[config.mk]
export PLATFORM = sky130hd
export DESIGN_NAME = fifo_vc_arbiter
export DESIGN_NICKNAME = d
export VERILOG_FILES = /design/src/rtl/fifo_vc_arbiter_pkg.sv /design/src/rtl/fifo_vc_arbiter_rr.sv /design/src/rtl/fifo_vc_arbiter.sv
export SDC_FILE = /design/constraint.sdc
export NUM_CORES = 1
export LEC_CHECK = 0
export CAP_MARGIN = 20
export CORE_MARGIN = 10
export CORE_UTILIZATION = 33
export DETAILED_ROUTE_END_ITERATION = 16
export GPL_TIMING_DRIVEN = 0
export PLACE_DENSITY = 0.8
export SLEW_MARGIN = 20
export SYNTH_ARGS = -nofsm -noshare
export SYNTH_HDL_FRONTEND = slang
export SYNTH_SLANG_ARGS = --single-unit
[constraint.sdc]
create_clock -name clk -period 1.44 [get_ports clk]
set_input_delay 0.288 -clock clk [delete_from_list [all_inputs] [get_ports clk]]
set_output_delay 0.288 -clock clk [all_outputs]
set_load 0.03 [all_outputs]
[src/rtl/fifo_vc_arbiter_pkg.sv]
// Shared definitions for the virtual-channel FIFO arbiter: FSM encodings,
// channel count, destination field position and reset thresholds.
package fifo_vc_arbiter_pkg;

    localparam int VC_DATA_W = 12;
    localparam int VC_NUM    = 4;
    localparam int DEST_HI   = VC_DATA_W - 1;
    localparam int DEST_LO   = VC_DATA_W - 2;

    localparam logic [7:0] UMBRAL_BAJO_RST = 8'd1;
    localparam logic [7:0] UMBRAL_ALTO_RST = 8'd6;

    typedef enum logic [2:0] {
        ST_RESET  = 3'd0,
        ST_INIT   = 3'd1,
        ST_IDLE   = 3'd2,
        ST_ACTIVE = 3'd3,
        ST_ERROR  = 3'd4
    } state_t;

    // One-hot write enable for the output FIFO named by a destination field.
    function automatic logic [VC_NUM-1:0] dest_onehot(input logic [1:0] dest);
        return {{(VC_NUM-1){1'b0}}, 1'b1} << dest;
    endfunction

endpackage

[src/rtl/fifo_vc_arbiter_rr.sv]
// Four-way round-robin arbiter: grants the first requester found scanning
// upward from ptr (wrapping), purely combinational.
module fifo_vc_arbiter_rr (
    input  logic [3:0] i_req,
    input  logic [1:0] i_ptr,
    output logic [3:0] o_grant,
    output logic [1:0] o_grant_idx,
    output logic       o_valid
);

    // Scan from the farthest offset down so the nearest requester wins last.
    always_comb begin
        logic [1:0] w_idx;
        o_grant     = 4'b0000;
        o_grant_idx = i_ptr;
        o_valid     = 1'b0;
        w_idx       = i_ptr;
        for (int k = 3; k >= 0; k--) begin
            w_idx = i_ptr + 2'(k);
            if (i_req[w_idx]) begin
                o_valid     = 1'b1;
                o_grant_idx = w_idx;
            end
        end
        if (o_valid) begin
            o_grant = 4'b0001 << o_grant_idx;
        end
    end

endmodule

[src/rtl/fifo_vc_arbiter.sv]
// Pops four input VC FIFOs round-robin and routes each popped word to the
// output FIFO chosen by its destination bits; a control FSM handles
// threshold configuration, idle detection and sticky error lock-up.
module fifo_vc_arbiter
    import fifo_vc_arbiter_pkg::*;
#(
    parameter int         TAMANO_DATOS    = VC_DATA_W,
    parameter int         NUM_VC          = VC_NUM,
    parameter logic [7:0] UMBRAL_BAJO_DEF = UMBRAL_BAJO_RST,
    parameter logic [7:0] UMBRAL_ALTO_DEF = UMBRAL_ALTO_RST
) (
    input  logic                           clk,
    input  logic                           reset,
    input  logic                           init,
    input  logic [7:0]                     umbral_bajo_in,
    input  logic [7:0]                     umbral_alto_in,
    input  logic [NUM_VC-1:0]              in_empty,
    input  logic [NUM_VC-1:0]              in_error,
    input  logic [NUM_VC*TAMANO_DATOS-1:0] in_data,
    input  logic [NUM_VC-1:0]              out_almost_full,
    input  logic [NUM_VC-1:0]              out_error,
    output logic [NUM_VC-1:0]              pop,
    output logic [NUM_VC-1:0]              push,
    output logic [TAMANO_DATOS-1:0]        out_data,
    output logic [7:0]                     umbral_bajo,
    output logic [7:0]                     umbral_alto,
    output logic [2:0]                     state,
    output logic                           idle,
    output logic                           error_out
);

    state_t                  r_state;
    state_t                  w_state_next;
    logic [NUM_VC-1:0]       r_pop;
    logic [NUM_VC-1:0]       r_push;
    logic [TAMANO_DATOS-1:0] r_out_data;
    logic [7:0]              r_umbral_bajo;
    logic [7:0]              r_umbral_alto;
    logic                    r_idle;
    logic                    r_error;
    logic [1:0]              r_rr;
    logic [1:0]              r_pop_idx;
    logic                    r_valid;

    logic                    w_err;
    logic [NUM_VC-1:0]       w_req;
    logic [NUM_VC-1:0]       w_grant;
    logic [1:0]              w_grant_idx;
    logic                    w_grant_valid;
    logic                    w_pop_en;
    logic [TAMANO_DATOS-1:0] w_vc_data [NUM_VC];
    logic [TAMANO_DATOS-1:0] w_slice;

    assign w_err = (|in_error) | (|out_error);
    assign w_req = ~in_empty;

    // Split the concatenated FIFO outputs into one word per channel.
    generate
        for (genvar gi = 0; gi < NUM_VC; gi++) begin : g_slice
            assign w_vc_data[gi] = in_data[gi*TAMANO_DATOS +: TAMANO_DATOS];
        end
    endgenerate

    // Word being popped this cycle; it is captured at the end of the pop cycle.
    assign w_slice = w_vc_data[r_pop_idx];

    fifo_vc_arbiter_rr u_rr (
        .i_req       (w_req),
        .i_ptr       (r_rr),
        .o_grant     (w_grant),
        .o_grant_idx (w_grant_idx),
        .o_valid     (w_grant_valid)
    );

    // Pops stop while init is pending so the pipeline can drain before INIT.
    // Backpressure is sampled here, at decision time, so the in-flight word
    // always has a slot below the almost_full threshold.
    assign w_pop_en = (r_state == ST_ACTIVE) && !w_err && !init &&
                      !(|out_almost_full) && w_grant_valid;

    // Next-state selection for the control FSM.
    always_comb begin
        w_state_next = r_state;
        case (r_state)
            ST_RESET:  w_state_next = ST_INIT;
            ST_INIT:   if (!init) w_state_next = ST_IDLE;
            ST_IDLE: begin
                if (w_err)          w_state_next = ST_ERROR;
                else if (init)      w_state_next = ST_INIT;
                else if (|w_req)    w_state_next = ST_ACTIVE;
            end
            ST_ACTIVE: begin
                if (w_err)                        w_state_next = ST_ERROR;
                else if (init && !r_valid)        w_state_next = ST_INIT;
                else if (!(|w_req) && !r_valid)   w_state_next = ST_IDLE;
            end
            ST_ERROR:  w_state_next = ST_ERROR;
            default:   w_state_next = ST_RESET;
        endcase
    end

    // State, thresholds, arbitration pointer, pop and push/data registers.
    always_ff @(posedge clk) begin
        if (reset) begin
            r_state       <= ST_RESET;
            r_idle        <= 1'b0;
            r_error       <= 1'b0;
            r_umbral_bajo <= UMBRAL_BAJO_DEF;
            r_umbral_alto <= UMBRAL_ALTO_DEF;
            r_pop         <= '0;
            r_push        <= '0;
            r_out_data    <= '0;
            r_rr          <= 2'd0;
            r_pop_idx     <= 2'd0;
            r_valid       <= 1'b0;
        end else begin
            r_state <= w_state_next;
            r_idle  <= (w_state_next == ST_IDLE);
            r_error <= (w_state_next == ST_ERROR);

            if (r_state == ST_INIT) begin
                r_umbral_bajo <= umbral_bajo_in;
                r_umbral_alto <= umbral_alto_in;
            end

            r_valid <= w_pop_en;
            r_pop   <= w_pop_en ? w_grant : '0;
            if (w_pop_en) begin
                r_pop_idx <= w_grant_idx;
                r_rr      <= w_grant_idx + 2'd1;
            end

            // An error arriving with a word in flight drops that word.
            if (r_valid && (r_state == ST_ACTIVE) && !w_err) begin
                r_push     <= dest_onehot(w_slice[DEST_HI:DEST_LO]);
                r_out_data <= w_slice;
            end else begin
                r_push     <= '0;
            end
        end
    end

    assign pop         = r_pop;
    assign push        = r_push;
    assign out_data    = r_out_data;
    assign umbral_bajo = r_umbral_bajo;
    assign umbral_alto = r_umbral_alto;
    assign state       = r_state;
    assign idle        = r_idle;
    assign error_out   = r_error;

endmodule

[Yosys cells after proc, flatten, opt, wreduce, memory -nomap -nowiden]
Cells that the tools add are included.
Storage, ports and cells
  bits in registers: 46
  bits of input ports: 83
  output and inout port bits: 41
  logic and storage cells: 81
Cells by class
  $add $sub $neg: 4
  magnitude comparators: 5
  equality and inequality tests: 6
  shift-type cells: 2
  muxes and demuxes: 27
  bitwise logic cells: 6
  reductions and logical operators: 20
Operators by type and width (count)
  $bmux W12 S2: 1
  $mux W12: 2
  $mux W3: 7
  $reduce_or A4 Y1: 4
  $pmux W3 S5: 1
  $lt A2 B3 Y1 const B: 4
  $eq A3 B2 Y1 const B: 3
  $bmux W1 S2: 4
  $logic_and A1 B1 Y1: 8
  $mux W1: 8
  $mux W2: 4
  $shl A1 B2 Y4 const A: 2
  $eq A3 B3 Y1 const B: 2
  $logic_not A1 Y1: 5
  $add A2 B1 Y2 const B: 2
  $add A2 B2 Y2 const B: 2
  $not A4 Y4: 1
  $eq A3 B1 Y1 const B: 1
  $ge A3 B3 Y1 const B: 1
  $logic_not A3 Y1: 1
  $not A1 Y1: 3
  $not A2 Y3: 1
  $reduce_or A3 Y1: 1
  $reduce_or A2 Y1: 1
  $or A1 B1 Y1: 1

[Longest topological paths before layout]
  depth after elaboration: 10
  mapped depth: 6
  gate-level depth less buffers: 5

[Modules after synthesis]
From an unflattened synthesis, not the netlist that was laid out.
Unflattened totals
  cell total of the unflattened synthesis: 245
  area, all modules: 2199.6 µm²
Modules (own cells, without submodules)
  fifo_vc_arbiter: times used 1, cells each 216, area each 2024.4 µm², sequential area each 920.9 µm²
  fifo_vc_arbiter_rr: times used 1, cells each 29, area each 175.2 µm², sequential area each 0.0 µm²

[Worst setup path before layout]
Ideal clock, no wire load.
  path kind: reg2reg
  start point: register r_state[1] (netlist: state[1])
  end point: register r_pop_idx[0]
  library setup time: 67 ps
  arrival: 1543 ps
  data required time: 1373 ps
  path slack: -170 ps
  cell stages (with the launch flop): 6
  buffers on the path: 0
  period minus slack after synthesis: 1610 ps
  cells stage by stage: dfxtp_1 nor2b_1 nand2_1 or3_4 or2_0 a21oi_2
On the way
  word-level cells in the longest chain between the ends: 5
Ends and longest elaborated chain
  from (decl): line fifo_vc_arbiter.sv:32  | state_t r_state;
  from (signal assigned): line fifo_vc_arbiter.sv:117  | r_state <= w_state_next;
  $eq A3 B2 Y1: line fifo_vc_arbiter.sv:78  | assign w_pop_en = (r_state == ST_ACTIVE) && !w_err && !init &&
  $logic_and A1 B1 Y1 (3 in series): line fifo_vc_arbiter.sv:78
  $logic_and A1 B1 Y1: line fifo_vc_arbiter.sv:79  | !(|out_almost_full) && w_grant_valid;
  to (signal assigned): line fifo_vc_arbiter.sv:129  | r_pop_idx <= w_grant_idx;
  to (decl): line fifo_vc_arbiter.sv:42  | logic [1:0] r_pop_idx;
No other way between the ends.
A chain may end at the register's enable or synchronous reset.

[Worst setup path in the final report]
  start point: input in_error[1]
  end point: register r_pop_idx[0]
On the way
  word-level cells in the longest chain between the ends: 7
Ends and longest elaborated chain
  from (decl): line fifo_vc_arbiter.sv:18  | input logic [NUM_VC-1:0] in_error,
  $reduce_or A4 Y1: line fifo_vc_arbiter.sv:54  | assign w_err = (|in_error) | (|out_error);
  $or A1 B1 Y1: line fifo_vc_arbiter.sv:54
  $logic_not A1 Y1: line fifo_vc_arbiter.sv:78
  $logic_and A1 B1 Y1 (3 in series): line fifo_vc_arbiter.sv:78
  $logic_and A1 B1 Y1: line fifo_vc_arbiter.sv:79
No other way between the ends.

==> impl_metrics.toml <==
[run_status]
status = "finished, violations left"
violations = "setup timing"

[clocking]
ctsHtreeMaxLevel = 2
clk_pin_slew_ps = 90
cts_tree = "yes"
clk_latency_ps = 300
postCtsHoldBufs = 0
cts-root-buf = "clkbuf_8"
cts_sinks = 46
cts_buffers = 5
clock_path_buffers = 2

[sta]
skew_ps = 4.49
setup_viol = 1
period_share_pct = 102
slew_headroom_pct = 61.7
slew_viol_final = 0
worst_slack_ps = -22.1
hold_viol = 0
fmax_mhz = 684
rsz0062_at_grt = "true"
fin_crit_ps = 1460
hold-worst-slack_ps = 454
finalSetupTns_ps = -22.1
worstMarginPinSlew_ps = 574

[logic_synthesis]
synth_area_leaders = "dfxtp_1, mux4_2, nand2_1"
ys_types = 35
yosys.area.top_type_share_pct = 45.3
postSynthCellCount = 225
yosys_warnings = 0
ys_seq_elements = 46
yosys_most_used_dff = "dfxtp_1"
ys_seq_area_share_pct = 45.3
synth_top_area_cell = "dfxtp_1"
synth_area_sq_um = 2030
synth_most_common_cell = "nand2_1"
syn-mean-instance-area_sq_um = 9.03
synth_common_cells = "nand2_1, dfxtp_1, a21oi_1"
mappedNetlistNets = 308
ys_async_sr_fraction_pct = 0
synth_edf_count = 0

[worst_setup_path]
ff2ff_setup_slack_ps = 10
critical_path_class = "input port to flop"
crit_required_ps = 1670
rr_worst_depth = 5
cp_max_fo = 3
start_kind = "input port"
worst_setup_path_end_kind = "flop"
critical_path_arrival_ps = 1690

[layout]
regArea_sq_um = 938
diodes = 0
fillers = 549
area_delta_synth_final_pct = 77.3
multi_input_area_sq_um = 1130
fin_cells = 443
layout.nets = 450
layout-drive-gt1-share_pct = 20.1

[route]
dr.pass1.iters = 4
avgViaCountPerCell = 4.87
drt_iter0_drc = 54
wirelength_microns = 7270
wl_per_cell_microns = 16.4
via_count = 2157
drc = 0
antenna_left = 0

[floorplanning]
coreArea_sq_um = 5960
start_util_pct = 34.1
die_w_microns = 98.5
fp.dieH_microns = 98.5
rows = 28
die_area_sq_um = 9700
ios = 124

[placed_design]
hpwl_microns = 5680
place_congestion = 0.802
port_buffers = 123
place_ws_ps = -659
dp_cells = 423

[grt]
antenna_found_initial = 0
grt_pass1_wl_microns = 11100
grt_usage_pct = 14.1
grt_start_max_net_pins = 16
grt_remaining_overflow = 0
grt_pass1_vias = 2219

[flow_run]
maxCapViolCount = 0

[worst_hold_path]
hold-path-cell-count = 2
min_path_type = "flop to flop"

[pwr]
peakVddDrop_mv = 0.536
p_per_area_nw_per_um2 = 801
p_leak_nw = 1.50
## cell type report
type,count,area share (%)
timing repair buffer,136,34.5
multi-input combinational,166,31.4
sequential,46,26.1
tap,75,2.61
buffer,10,2.08
clock buffer,5,1.91
clock inverter,3,1.22
inverter,2,0.208
## worst max-delay path: stages
cell and delay [ps]:
dlygate4sd2_1 260, nor4_4 230, nand2_2 120, or3_4 430
or2_4 240, a21oi_2 120
## layout by cell type, fill, tap and decap left out, types with 3 or more instances in the layout
cell type        synthesis  layout
clkdlybuf4s50_1          0      66
nand2_1                 62      61
dlygate4sd2_1            0      50
dfxtp_1                 46      40
a21oi_1                 30      29
nor2_1                  19      17
mux4_2                  12      12
buf_4                    0      12
clkbuf_2                 0       7
clkbuf_8                 0       7
o21ai_0                  4       4
dfxtp_4                  0       4
nand3b_1                 3       3
buf_2                    2       3
## power breakdown
part / internal (mW) / switching [mW]
clock network: 0.520 / 0.447
registers: 1.31 / 0.0262
logic: 0.310 / 0.270
## final timing paths
check | startpoint | to
min reg2reg | out_data[1] | out_data[1]
max | in_error[1] | r_pop_idx[0]
max reg2reg | state[1] | r_pop_idx[0]
min | out_data[1] | out_data[1]
## cell families (layout without fill, tap and decap cells)
| group | count (synthesis) | in the layout | share of synthesized area [%] |
|---|---|---|---|
| simple gates | 107 | 107 | 24.9 |
| xor+xnor | 1 | 1 | 0.431 |
| flops | 46 | 46 | 45.3 |
| buf+inv | 13 | 156 | 2.52 |
| mux | 14 | 14 | 14.3 |
| compound gates | 44 | 44 | 12.5 |
## per-layer routing
layer  track usage [%]  routed length, microns
met1              14.6                    2810
met2              25.2                    3640
met3              6.28                     663
met4              4.19                     154
met5                 0                       0
## state kept, by name, summed over array words and instances, names as in the netlist
| register | flops |
|---|---|
| out_data | 12 |
| umbral_alto | 8 |
| umbral_bajo | 8 |
| pop | 4 |
| push | 4 |
| state | 3 |
| r_pop_idx | 2 |
| r_rr | 2 |
| error_out | 1 |
| idle | 1 |
| r_valid | 1 |
## through the flow
| stage | total power, mW | cell area [sq um] | util [%] |
|---|---|---|---|
| 2_1_floorplan | 1.62 | 2040 | - |
| 3_3_place_gp | 1.97 | 3360 | 56.5 |
| 3_5_place_dp | 1.98 | 3360 | 56.5 |
| 4_1_cts | 2.90 | 3530 | 59.3 |
| 5_1_grt | 3.02 | 3600 | 60.5 |
| 6_report | 2.89 | 3600 | 60.5 |
## timing repair
| action | CTS | global route |
|---|---|---|
| cloned | 1 | 0 |
| pin swaps | 10 | 9 |
| resized for setup | 90 | 25 |
| buffers inserted | 6 | 6 |
| setup endpoints to repair | 78 | 33 |
No activity file was read; power rests on OpenSTA's default activity.
